## src/rtl/spmv_pkg.sv

```systemverilog
// Shared AXI constants and arbiter state type for the SpMV HBM read path.
package spmv_pkg;

    localparam logic [1:0] BURST_INCR = 2'b01;
    localparam logic [1:0] RESP_OKAY  = 2'b00;

    typedef enum logic [0:0] {
        IDLE  = 1'b0,
        ISSUE = 1'b1
    } arb_state_t;

    // Index width for n requesters; a single requester still needs one bit.
    function automatic int unsigned idx_width(input int unsigned n);
        return (n > 32'd1) ? $clog2(n) : 32'd1;
    endfunction

endpackage

```

## src/rtl/hbm_val_rd_arbiter_chk.sv

```systemverilog
// Simulation-only protocol checks for the HBM Val read arbiter.
module hbm_val_rd_arbiter_chk #(
    parameter int unsigned ADDR_W = 48
) (
    input logic              clk_i,
    input logic              rst_ni,
    input logic              arvalid_i,
    input logic              arready_i,
    input logic [ADDR_W-1:0] araddr_i,
    input logic [7:0]        arlen_i,
    input logic [2:0]        arsize_i,
    input logic [1:0]        arburst_i,
    input logic              rvalid_i,
    input logic              empty_i
);

    a_ar_stable: assert property (@(posedge clk_i) disable iff (!rst_ni)
        (arvalid_i && !arready_i) |=>
            (arvalid_i && $stable({araddr_i, arlen_i, arsize_i, arburst_i})))
        else $error("AR fields changed while arvalid was pending");

    a_r_orphan: assert property (@(posedge clk_i) disable iff (!rst_ni)
        !(rvalid_i && empty_i))
        else $error("R beat arrived with no burst outstanding");

endmodule

```

## src/rtl/rr_fifo.sv

```systemverilog
// Synchronous FIFO of requester indices; DEPTH must be a power of two, at least 2.
module rr_fifo #(
    parameter int unsigned WIDTH = 1,
    parameter int unsigned DEPTH = 8
) (
    input  logic                   clk_i,
    input  logic                   rst_ni,
    input  logic                   push_i,
    input  logic [WIDTH-1:0]       push_data_i,
    input  logic                   pop_i,
    output logic [WIDTH-1:0]       head_o,
    output logic                   full_o,
    output logic                   empty_o,
    output logic [$clog2(DEPTH):0] count_o
);

    localparam int unsigned AW = $clog2(DEPTH);

    logic [WIDTH-1:0] mem_q [DEPTH];
    logic [AW-1:0]    wr_ptr_q;
    logic [AW-1:0]    rd_ptr_q;
    logic [AW:0]      count_q;
    logic             do_push_s;
    logic             do_pop_s;

    assign full_o    = (count_q == (AW+1)'(DEPTH));
    assign empty_o   = (count_q == '0);
    assign count_o   = count_q;
    assign head_o    = mem_q[rd_ptr_q];
    assign do_push_s = push_i && !full_o;
    assign do_pop_s  = pop_i && !empty_o;

    // Storage, pointers and occupancy.
    always_ff @(posedge clk_i or negedge rst_ni) begin
        if (!rst_ni) begin
            for (int i = 0; i < int'(DEPTH); i++) begin
                mem_q[i] <= '0;
            end
            wr_ptr_q <= '0;
            rd_ptr_q <= '0;
            count_q  <= '0;
        end else begin
            if (do_push_s) begin
                mem_q[wr_ptr_q] <= push_data_i;
                wr_ptr_q        <= wr_ptr_q + AW'(1);
            end
            if (do_pop_s) begin
                rd_ptr_q <= rd_ptr_q + AW'(1);
            end
            case ({do_push_s, do_pop_s})
                2'b10:   count_q <= count_q + (AW+1)'(1);
                2'b01:   count_q <= count_q - (AW+1)'(1);
                default: count_q <= count_q;
            endcase
        end
    end

endmodule

```

## src/rtl/hbm_val_rd_arbiter.sv

```systemverilog
// Round-robin arbiter sharing the HBM Val AXI4 read port among SpMV kernels;
// R bursts are routed back in issue order through a FIFO of requester indices.
module hbm_val_rd_arbiter
    import spmv_pkg::*;
#(
    parameter int unsigned CONF_NUM_KERNEL = 1,
    parameter int unsigned ADDR_W          = 48,
    parameter int unsigned DATA_W          = 256,
    parameter int unsigned MAX_OUTSTANDING = 8
) (
    input  logic                                axis_clk,
    input  logic                                rstn,
    input  logic [CONF_NUM_KERNEL*ADDR_W-1:0]   s_araddr,
    input  logic [CONF_NUM_KERNEL*8-1:0]        s_arlen,
    input  logic [CONF_NUM_KERNEL*3-1:0]        s_arsize,
    input  logic [CONF_NUM_KERNEL*2-1:0]        s_arburst,
    input  logic [CONF_NUM_KERNEL-1:0]          s_arvalid,
    output logic [CONF_NUM_KERNEL-1:0]          s_arready,
    output logic [CONF_NUM_KERNEL*DATA_W-1:0]   s_rdata,
    output logic [CONF_NUM_KERNEL*2-1:0]        s_rresp,
    output logic [CONF_NUM_KERNEL-1:0]          s_rlast,
    output logic [CONF_NUM_KERNEL-1:0]          s_rvalid,
    input  logic [CONF_NUM_KERNEL-1:0]          s_rready,
    output logic [ADDR_W-1:0]                   m_axi_araddr,
    output logic [7:0]                          m_axi_arlen,
    output logic [2:0]                          m_axi_arsize,
    output logic [1:0]                          m_axi_arburst,
    output logic                                m_axi_arvalid,
    input  logic                                m_axi_arready,
    input  logic [DATA_W-1:0]                   m_axi_rdata,
    input  logic [1:0]                          m_axi_rresp,
    input  logic                                m_axi_rlast,
    input  logic                                m_axi_rvalid,
    output logic                                m_axi_rready,
    output logic                                m_axi_awvalid,
    output logic                                m_axi_wvalid,
    output logic                                m_axi_bready,
    output logic [$clog2(MAX_OUTSTANDING):0]    outstanding,
    output logic                                rresp_err
);

    localparam int unsigned N  = CONF_NUM_KERNEL;
    localparam int unsigned IW = idx_width(CONF_NUM_KERNEL);

    arb_state_t          state_q, state_d;
    logic [IW-1:0]       rr_ptr_q, rr_ptr_d;
    logic [IW-1:0]       gidx_q, gidx_d;
    logic [ADDR_W-1:0]   ar_addr_q, ar_addr_d;
    logic [7:0]          ar_len_q, ar_len_d;
    logic [2:0]          ar_size_q, ar_size_d;
    logic [1:0]          ar_burst_q, ar_burst_d;
    logic                rresp_err_q, rresp_err_d;

    logic                grant_found_s;
    logic [IW-1:0]       grant_idx_s;
    logic                fifo_push_s;
    logic                fifo_pop_s;
    logic                fifo_full_s;
    logic                fifo_empty_s;
    logic [IW-1:0]       head_idx_s;
    logic                r_hs_s;

    assign m_axi_awvalid = 1'b0;
    assign m_axi_wvalid  = 1'b0;
    assign m_axi_bready  = 1'b1;

    assign m_axi_arvalid = (state_q == ISSUE);
    assign m_axi_araddr  = ar_addr_q;
    assign m_axi_arlen   = ar_len_q;
    assign m_axi_arsize  = ar_size_q;
    assign m_axi_arburst = ar_burst_q;
    assign rresp_err     = rresp_err_q;

    assign s_rdata = {N{m_axi_rdata}};
    assign s_rresp = {N{m_axi_rresp}};

    // Round-robin search: first valid requester at or after rr_ptr, wrapping.
    always_comb begin
        int cand;
        cand          = 0;
        grant_found_s = 1'b0;
        grant_idx_s   = '0;
        for (int k = 0; k < int'(N); k++) begin
            cand = int'(rr_ptr_q) + k;
            if (cand >= int'(N)) begin
                cand = cand - int'(N);
            end else begin
                cand = cand;
            end
            if (!grant_found_s && s_arvalid[cand]) begin
                grant_found_s = 1'b1;
                grant_idx_s   = IW'(cand);
            end else begin
                grant_found_s = grant_found_s;
            end
        end
    end

    // AR FSM: accept one request in IDLE, hold it on the master port in ISSUE.
    always_comb begin
        state_d     = state_q;
        rr_ptr_d    = rr_ptr_q;
        gidx_d      = gidx_q;
        ar_addr_d   = ar_addr_q;
        ar_len_d    = ar_len_q;
        ar_size_d   = ar_size_q;
        ar_burst_d  = ar_burst_q;
        s_arready   = '0;
        fifo_push_s = 1'b0;
        case (state_q)
            IDLE: begin
                if (grant_found_s && !fifo_full_s) begin
                    s_arready  = N'(1) << grant_idx_s;
                    ar_addr_d  = s_araddr[grant_idx_s*ADDR_W +: ADDR_W];
                    ar_len_d   = s_arlen[grant_idx_s*8 +: 8];
                    ar_size_d  = s_arsize[grant_idx_s*3 +: 3];
                    ar_burst_d = s_arburst[grant_idx_s*2 +: 2];
                    gidx_d     = grant_idx_s;
                    state_d    = ISSUE;
                end else begin
                    state_d = IDLE;
                end
            end
            ISSUE: begin
                if (m_axi_arready) begin
                    fifo_push_s = 1'b1;
                    rr_ptr_d    = (gidx_q == IW'(N - 1)) ? '0 : gidx_q + IW'(1);
                    state_d     = IDLE;
                end else begin
                    state_d = ISSUE;
                end
            end
            default: state_d = IDLE;
        endcase
    end

    // R routing: only the requester owning the oldest burst sees the channel.
    always_comb begin
        m_axi_rready = 1'b0;
        s_rvalid     = '0;
        s_rlast      = '0;
        if (!fifo_empty_s) begin
            m_axi_rready         = s_rready[head_idx_s];
            s_rvalid[head_idx_s] = m_axi_rvalid;
            s_rlast[head_idx_s]  = m_axi_rlast;
        end else begin
            m_axi_rready = 1'b0;
        end
    end

    assign r_hs_s      = m_axi_rvalid && m_axi_rready;
    assign fifo_pop_s  = r_hs_s && m_axi_rlast;
    assign rresp_err_d = rresp_err_q || (r_hs_s && (m_axi_rresp != RESP_OKAY));

    // Arbiter state and captured AR fields.
    always_ff @(posedge axis_clk or negedge rstn) begin
        if (!rstn) begin
            state_q     <= IDLE;
            rr_ptr_q    <= '0;
            gidx_q      <= '0;
            ar_addr_q   <= '0;
            ar_len_q    <= 8'd0;
            ar_size_q   <= 3'd0;
            ar_burst_q  <= 2'd0;
            rresp_err_q <= 1'b0;
        end else begin
            state_q     <= state_d;
            rr_ptr_q    <= rr_ptr_d;
            gidx_q      <= gidx_d;
            ar_addr_q   <= ar_addr_d;
            ar_len_q    <= ar_len_d;
            ar_size_q   <= ar_size_d;
            ar_burst_q  <= ar_burst_d;
            rresp_err_q <= rresp_err_d;
        end
    end

    rr_fifo #(
        .WIDTH (IW),
        .DEPTH (MAX_OUTSTANDING)
    ) u_route_fifo (
        .clk_i       (axis_clk),
        .rst_ni      (rstn),
        .push_i      (fifo_push_s),
        .push_data_i (gidx_q),
        .pop_i       (fifo_pop_s),
        .head_o      (head_idx_s),
        .full_o      (fifo_full_s),
        .empty_o     (fifo_empty_s),
        .count_o     (outstanding)
    );

    hbm_val_rd_arbiter_chk #(
        .ADDR_W (ADDR_W)
    ) u_chk (
        .clk_i     (axis_clk),
        .rst_ni    (rstn),
        .arvalid_i (m_axi_arvalid),
        .arready_i (m_axi_arready),
        .araddr_i  (m_axi_araddr),
        .arlen_i   (m_axi_arlen),
        .arsize_i  (m_axi_arsize),
        .arburst_i (m_axi_arburst),
        .rvalid_i  (m_axi_rvalid),
        .empty_i   (fifo_empty_s)
    );

endmodule
```

## config.mk

```make
export PLATFORM = sky130hd
export DESIGN_NAME = hbm_val_rd_arbiter
export DESIGN_NICKNAME = d
export VERILOG_FILES = /design/src/rtl/spmv_pkg.sv /design/src/rtl/hbm_val_rd_arbiter_chk.sv /design/src/rtl/rr_fifo.sv /design/src/rtl/hbm_val_rd_arbiter.sv
export SDC_FILE = /design/constraint.sdc
export NUM_CORES = 1
export LEC_CHECK = 0
export BUFFER_PORTS_ARGS = -buffer_cell sky130_fd_sc_hd__buf_2
export CORE_AREA = 3 3 253 255
export CTS_BUF_LIST = sky130_fd_sc_hd__clkbuf_4 sky130_fd_sc_hd__clkbuf_8 sky130_fd_sc_hd__clkbuf_16
export CTS_CLUSTER_SIZE = 16
export DETAILED_ROUTE_END_ITERATION = 10
export DIE_AREA = 0 0 256 258
export PLACE_DENSITY = 0.33
export SYNTH_ARGS = -nofsm -noshare
export SYNTH_HDL_FRONTEND = slang
export SYNTH_SLANG_ARGS = --single-unit
```

## constraint.sdc

```tcl
create_clock -name axis_clk -period 4 [get_ports axis_clk]
set_input_delay 0.4 -clock axis_clk [delete_from_list [all_inputs] [get_ports axis_clk]]
set_output_delay 0.4 -clock axis_clk [all_outputs]
set_load 0.02 [all_outputs]
```

## Word-level counts from Yosys, hierarchy flattened

Index checks and enable logic that the tools add are counted.

| storage, ports and cells | value |
|---|---|
| register bits | 83 |
| bits of input ports | 326 |
| output and inout bits | 332 |

| operators by class | value |
|---|---|
| add/sub/neg operators | 6 |
| $mul | 2 |
| order comparisons | 7 |
| equal/unequal tests | 3 |
| shift operators | 5 |
| muxes and demuxes | 25 |
| bitwise gates (word level) | 5 |
| reductions and logical operators | 16 |

Operator list:

| kind | count |
|---|---|
| $shiftx 48x8->48 | 1 |
| $lt 32x2->1 const B | 1 |
| $mux 32 | 1 |
| $mux 1 | 19 |
| $bwmux 8 | 1 |
| $ge 4x4->1 const B | 2 |
| $logic_and 1x1->1 | 8 |
| $not 3->4 | 2 |
| $pmux 4 s2 | 1 |
| $shiftx 8x5->8 | 1 |
| $add 3x1->3 const B | 2 |
| $mul 1x2->3 const B | 2 |
| $add 4x1->4 const B | 1 |
| $eq 4x4->1 const B | 1 |
| $logic_not 4->1 | 1 |
| $lt 4x1->1 const B | 1 |
| $reduce_and 2->1 | 2 |
| $reduce_bool 2->1 | 2 |
| $shiftx 3x4->3 | 1 |
| $sub 4x1->4 const B | 1 |
| $bmux 1 s3 | 1 |
| $demux 1 s3 | 1 |
| $shiftx 2x3->2 | 1 |
| $and 1x1->1 | 2 |
| 11 further kinds | 13 |

## Longest topological paths before layout

| depth | value |
|---|---|
| word-level depth | 12 |
| depth in mapped cells | 10 |
| mapped depth without buffers | 10 |

## By module

From an unflattened synthesis, not the netlist that was laid out.

| unflattened totals | value |
|---|---|
| cells, all modules | 491 |
| area, all modules | 5721.7 sq um |

Modules (own cells, without submodules):

| module | times used | cells each | area an instance (sq um) | seq. area each (sq um) |
|---|---|---|---|---|
| hbm_val_rd_arbiter | 1 | 404 | 4654.5 | 1576.5 |
| rr_fifo | 1 | 87 | 1067.3 | 450.4 |

## Worst setup path before layout

OpenSTA, ideal clock, no wires.

| timing path | value |
|---|---|
| path type | register to register |
| start | register u_route_fifo.count_q[1] (netlist: u_route_fifo.count_o[1]) |
| end | register u_route_fifo.count_q[2] (netlist: u_route_fifo.count_o[2]) |
| library setup time | 0.137 ns |
| arrival time | 2.438 ns |
| slack | 1.425 ns |
| cell stages (with the launch flop) | 11 |
| path buffers | 0 |
| period minus slack after synthesis | 2.575 ns |
| cell sequence | dfrtp_1 > nor4_1 > nor2b_1 > and3_1 > ha_1 > xor2_1 > ha_1 > a21oi_1 > xor2_1 > nor2_1 > xor2_1 |

| between the ends | value |
|---|---|
| cells in the longest elaborated chain, start to end | 7 |
| elaborated cells between the ends (all ways) | 15 |

Ends and longest elaborated chain:

| item | RTL line | source |
|---|---|---|
| start: declaration | rr_fifo.sv:22 | `logic [AW:0] count_q;` |
| start signal: assignment | rr_fifo.sv:51 | `2'b10: count_q <= count_q + (AW+1)'(1);` |
| start signal: assignment | rr_fifo.sv:52 | `2'b01: count_q <= count_q - (AW+1)'(1);` |
| start signal: assignment | rr_fifo.sv:53 | `default: count_q <= count_q;` |
| $logic_not 4->1 (*) | rr_fifo.sv:27 | `assign empty_o = (count_q == '0);` |
| $mux 1 (*) | hbm_val_rd_arbiter.sv:142 | `if (!fifo_empty_s) begin` |
| net m_axi_rready | hbm_val_rd_arbiter.sv:34 | `output logic m_axi_rready,` |
| $logic_and 1x1->1 (*) | hbm_val_rd_arbiter.sv:151 | `assign r_hs_s = m_axi_rvalid && m_axi_rready;` |
| $logic_and 1x1->1 (*) | hbm_val_rd_arbiter.sv:152 | `assign fifo_pop_s = r_hs_s && m_axi_rlast;` |
| $logic_and 1x1->1 (*) | rr_fifo.sv:31 | `assign do_pop_s = pop_i && !empty_o;` |
| $eq 2x1->1 / $eq 2x2->1 (equally long branches) | rr_fifo.sv:50 | `case ({do_push_s, do_pop_s})` |
| $pmux 4 s2 / $reduce_bool 2->1 (equally long branches) | n/a |  |

Mark *: on every way through the listed nets, which the timed path passes. The rest lies on a longest branch.
A chain may end at the register's enable or synchronous reset.

## Worst setup path in the final report

| timing path | value |
|---|---|
| start | register u_route_fifo.count_q[1] (netlist: u_route_fifo.count_o[1]) |
| end | register u_route_fifo.count_q[2] (netlist: u_route_fifo.count_o[2]) |

| between the ends | value |
|---|---|
| cells in the longest elaborated chain, start to end | 7 |
| elaborated cells between the ends (all ways) | 15 |

Ends and longest elaborated chain:

| item | RTL line |
|---|---|
| $logic_not 4->1 | rr_fifo.sv:27 |
| $mux 1 | hbm_val_rd_arbiter.sv:142 |
| $logic_and 1x1->1 | hbm_val_rd_arbiter.sv:151 |
| $logic_and 1x1->1 | hbm_val_rd_arbiter.sv:152 |
| $logic_and 1x1->1 | rr_fifo.sv:31 |
| $eq 2x1->1 / $eq 2x2->1 (equally long branches) | rr_fifo.sv:50 |
| $pmux 4 s2 / $reduce_bool 2->1 (equally long branches) | n/a |

Several ways; a longest one is shown, not always the timed one.

==> reports/metrics.yaml <==
status: "complete, no violations"
crit_fanout: 8
postRouteAntennaNets: 0
cts_tree: "built"
synthTopCellsByArea: "buf_4 40%, dfrtp_1 34%, mux2_4 18%"
pin_count: 658
critPathLaunchType: "flip-flop"
initialDrtViolationCount: 90
worstMarginPinSlew_ns: 0.987
synthCells: 429
worstPathRequired_ns: 4.25
cp.arrival_ns: 2.84
placed_cells: 1142
grt_usage: 0.0424
critical_path.max_stage_delay_ns: 0.52
synthToLayoutAreaGrowth_pct: 0.178
finalHoldViolations: 0
max_freq_mhz: 386
fin_setup_tns_ns: 0
dieArea_um2: 66000
skew_ns: 0.00886
crit_type: "reg2reg"
fp.dieH_um: 258
finalSetupViolations: 0
drt_pass1_iterations: 4
clk_pin_slew_ns: 0.07
netlist_area_um2: 4930
grt_pass1_vias: 2534
wl_mm: 14.1
grt_max_degree: 68
drive_above_1_share: 0.701
numClockSinks: 67
rsz0062_at_grt: "false"
antenna_found_initial: 0
coreArea_um2: 61800
io_buffers: 142
ys_warn_count: 0
p_leak_nw: 2.07
area.sequential_um2: 1680
ys_ff_latch: 67
grt_pass1_wl_mm: 19.3
hold_class: "in2async"
dp_hpwl_mm: 10.6
holdWs_ns: 0.189
drt-vias-per-instance: 1.99
fin_crit_sh: 0.648
antennaDiodeCount: 0
critPathCaptureType: "flip-flop"
wl_per_cell_um: 12.1
htreeDepth: 3
overflow: 0
drc: 0
vias: 2303
yosysTopAreaCellShare: 0.398
synth-edff-count: 0
avgSynthCellArea_um2: 11.5
slew_headroom: 0.342
period_minus_slack_ns: 2.59
ctsLongestPathBuffers: 2
cts_root_buf: "clkbuf_16"
insertion_delay_ns: 0.36
place.gp.congestion: 0.653
irDropWorstVdd_v: 0.000168
nets: 645
cp_cell_sequence: "nor4_1, nor2b_1, and3_1, ha_1, xor2_1, ha_1, a21oi_1, xor2_1, nor2_1, xor2_1"
die_x_um: 256
crit_path_frequent_cell: "xor2_1"
holdBufCountCts: 0
crit_path_top_delay_cell: "nor4_1"
powerDensity_nw_per_um2: 760
cts_resized: 0
num_rows: 91
final.fill_count: 7187
maxCapViolations: 0
ys_seq_area_frac: 0.340
post_cts_buffers: 0
synth.distinct_cells: 27
fin_cells: 1158
multiInputGateArea_um2: 1150
initial_utilization: 0.0797
ys_async_sr_fraction: 1.00
maxSlewViolCount: 0
synth_flop_cell: "dfrtp_1"
synth_top_area_cell: "buf_4"
cts_made_buffers: 9
==> layout by cell type (no fill, tap or decap), types with 2 or more instances in the layout <==
cell type	count
bufinv_16	2
buf_2	141
nor2b_1	3
a21oi_1	3
mux2_4	58
clkbuf_16	9
dfrtp_1	67
ha_1	3
mux2_2	4
xor2_1	4
conb_1	3
inv_6	2
==> layout make-up <==
cell class,instances,share of cell area
Sequential cell,67,0.340
Multi-Input combinational cell,94,0.233
Tap cell,837,0.212
Timing Repair Buffer,143,0.149
Clock buffer,9,0.0456
Clock inverter,7,0.0200
Inverter,1,0.000760
==> state kept, by name, summed over array words and instances (netlist names) <==
name / count
u_route_fifo.count_o: 4
m_axi_arburst: 2
m_axi_arsize: 3
m_axi_araddr: 48
rresp_err: 1
m_axi_arvalid: 1
m_axi_arlen: 8
==> cell families after synthesis <==
family	after synthesis	share of synthesized area
multiplexers	62	0.186
buffers and inverters	269	0.427
AO/OA/AOI/OAI	6	0.00812
AND/OR/NAND/NOR	15	0.0211
flip-flops	67	0.340
other	2	0.00152
XOR/XNOR	5	0.00889
adder cells (fa/ha/maj)	3	0.00762
==> routing by layer <==
metal	part of all wire	track usage	up-vias
li1	-	-	882
met2	0.44	0.0583	328
met4	0.064	0.0366	0
met3	0.22	0.0480	92
met1	0.28	0.0322	1001
met5	0	0	-
==> metrics by stage <==
step                setup WS, ns    util  power, mW  instance area, um^2
floorplan                   1.43       -       2.74                 4930
global placement            1.43  0.0746       2.89                 4610
finish                      1.41  0.0799       3.75                 4940
detailed placement          1.38  0.0746       2.89                 4610
global route                1.10  0.0799       4.05                 4940
CTS                         1.34  0.0799       3.91                 4940
==> Yosys cell counts, types with 2 or more instances <==
master     n
conb_1     2
a21oi_1    3
ha_1       3
buf_12     7
buf_4    261
dfrtp_1   67
mux2_2     4
xor2_1     4
mux2_4    58
nor2b_1    3
==> critical path: cells and delay by family, from the launching register on <==
family          cells  cell delay, ns
simple gates        4            0.95
flops               1            0.46
fa+ha+maj           2            0.46
xor+xnor            3            0.46
compound gates      1            0.15
==> final timing paths <==
path / depth (start not counted) / startpoint / end / slack [ns]
min in group axis_clk: 2 / s_araddr[7] / m_axi_araddr[7] / 0.26
worst max register to register: 10 / u_route_fifo.count_o[1] / u_route_fifo.count_o[2] / 1.41
worst max-delay path: 10 / u_route_fifo.count_o[1] / u_route_fifo.count_o[2] / 1.41
worst min register to register: 1 / rresp_err / rresp_err / 0.48
max in group asynchronous: 1 / rstn / m_axi_arburst[1] / 3.17
worst min-delay path: 1 / rstn / m_axi_araddr[11] / 0.19
==> where the power goes <==
part | leakage [nW] | internal [mW] | total, mW | switching, mW
Sequential | 0.779 | 1.01 | 1.21 | 0.202
Clock | 0.156 | 0.551 | 0.928 | 0.377
Combinational | 1.13 | 0.756 | 1.61 | 0.856
Total | 2.07 | 2.32 | 3.75 | 1.43
Power figures use the tool's default switching activity.
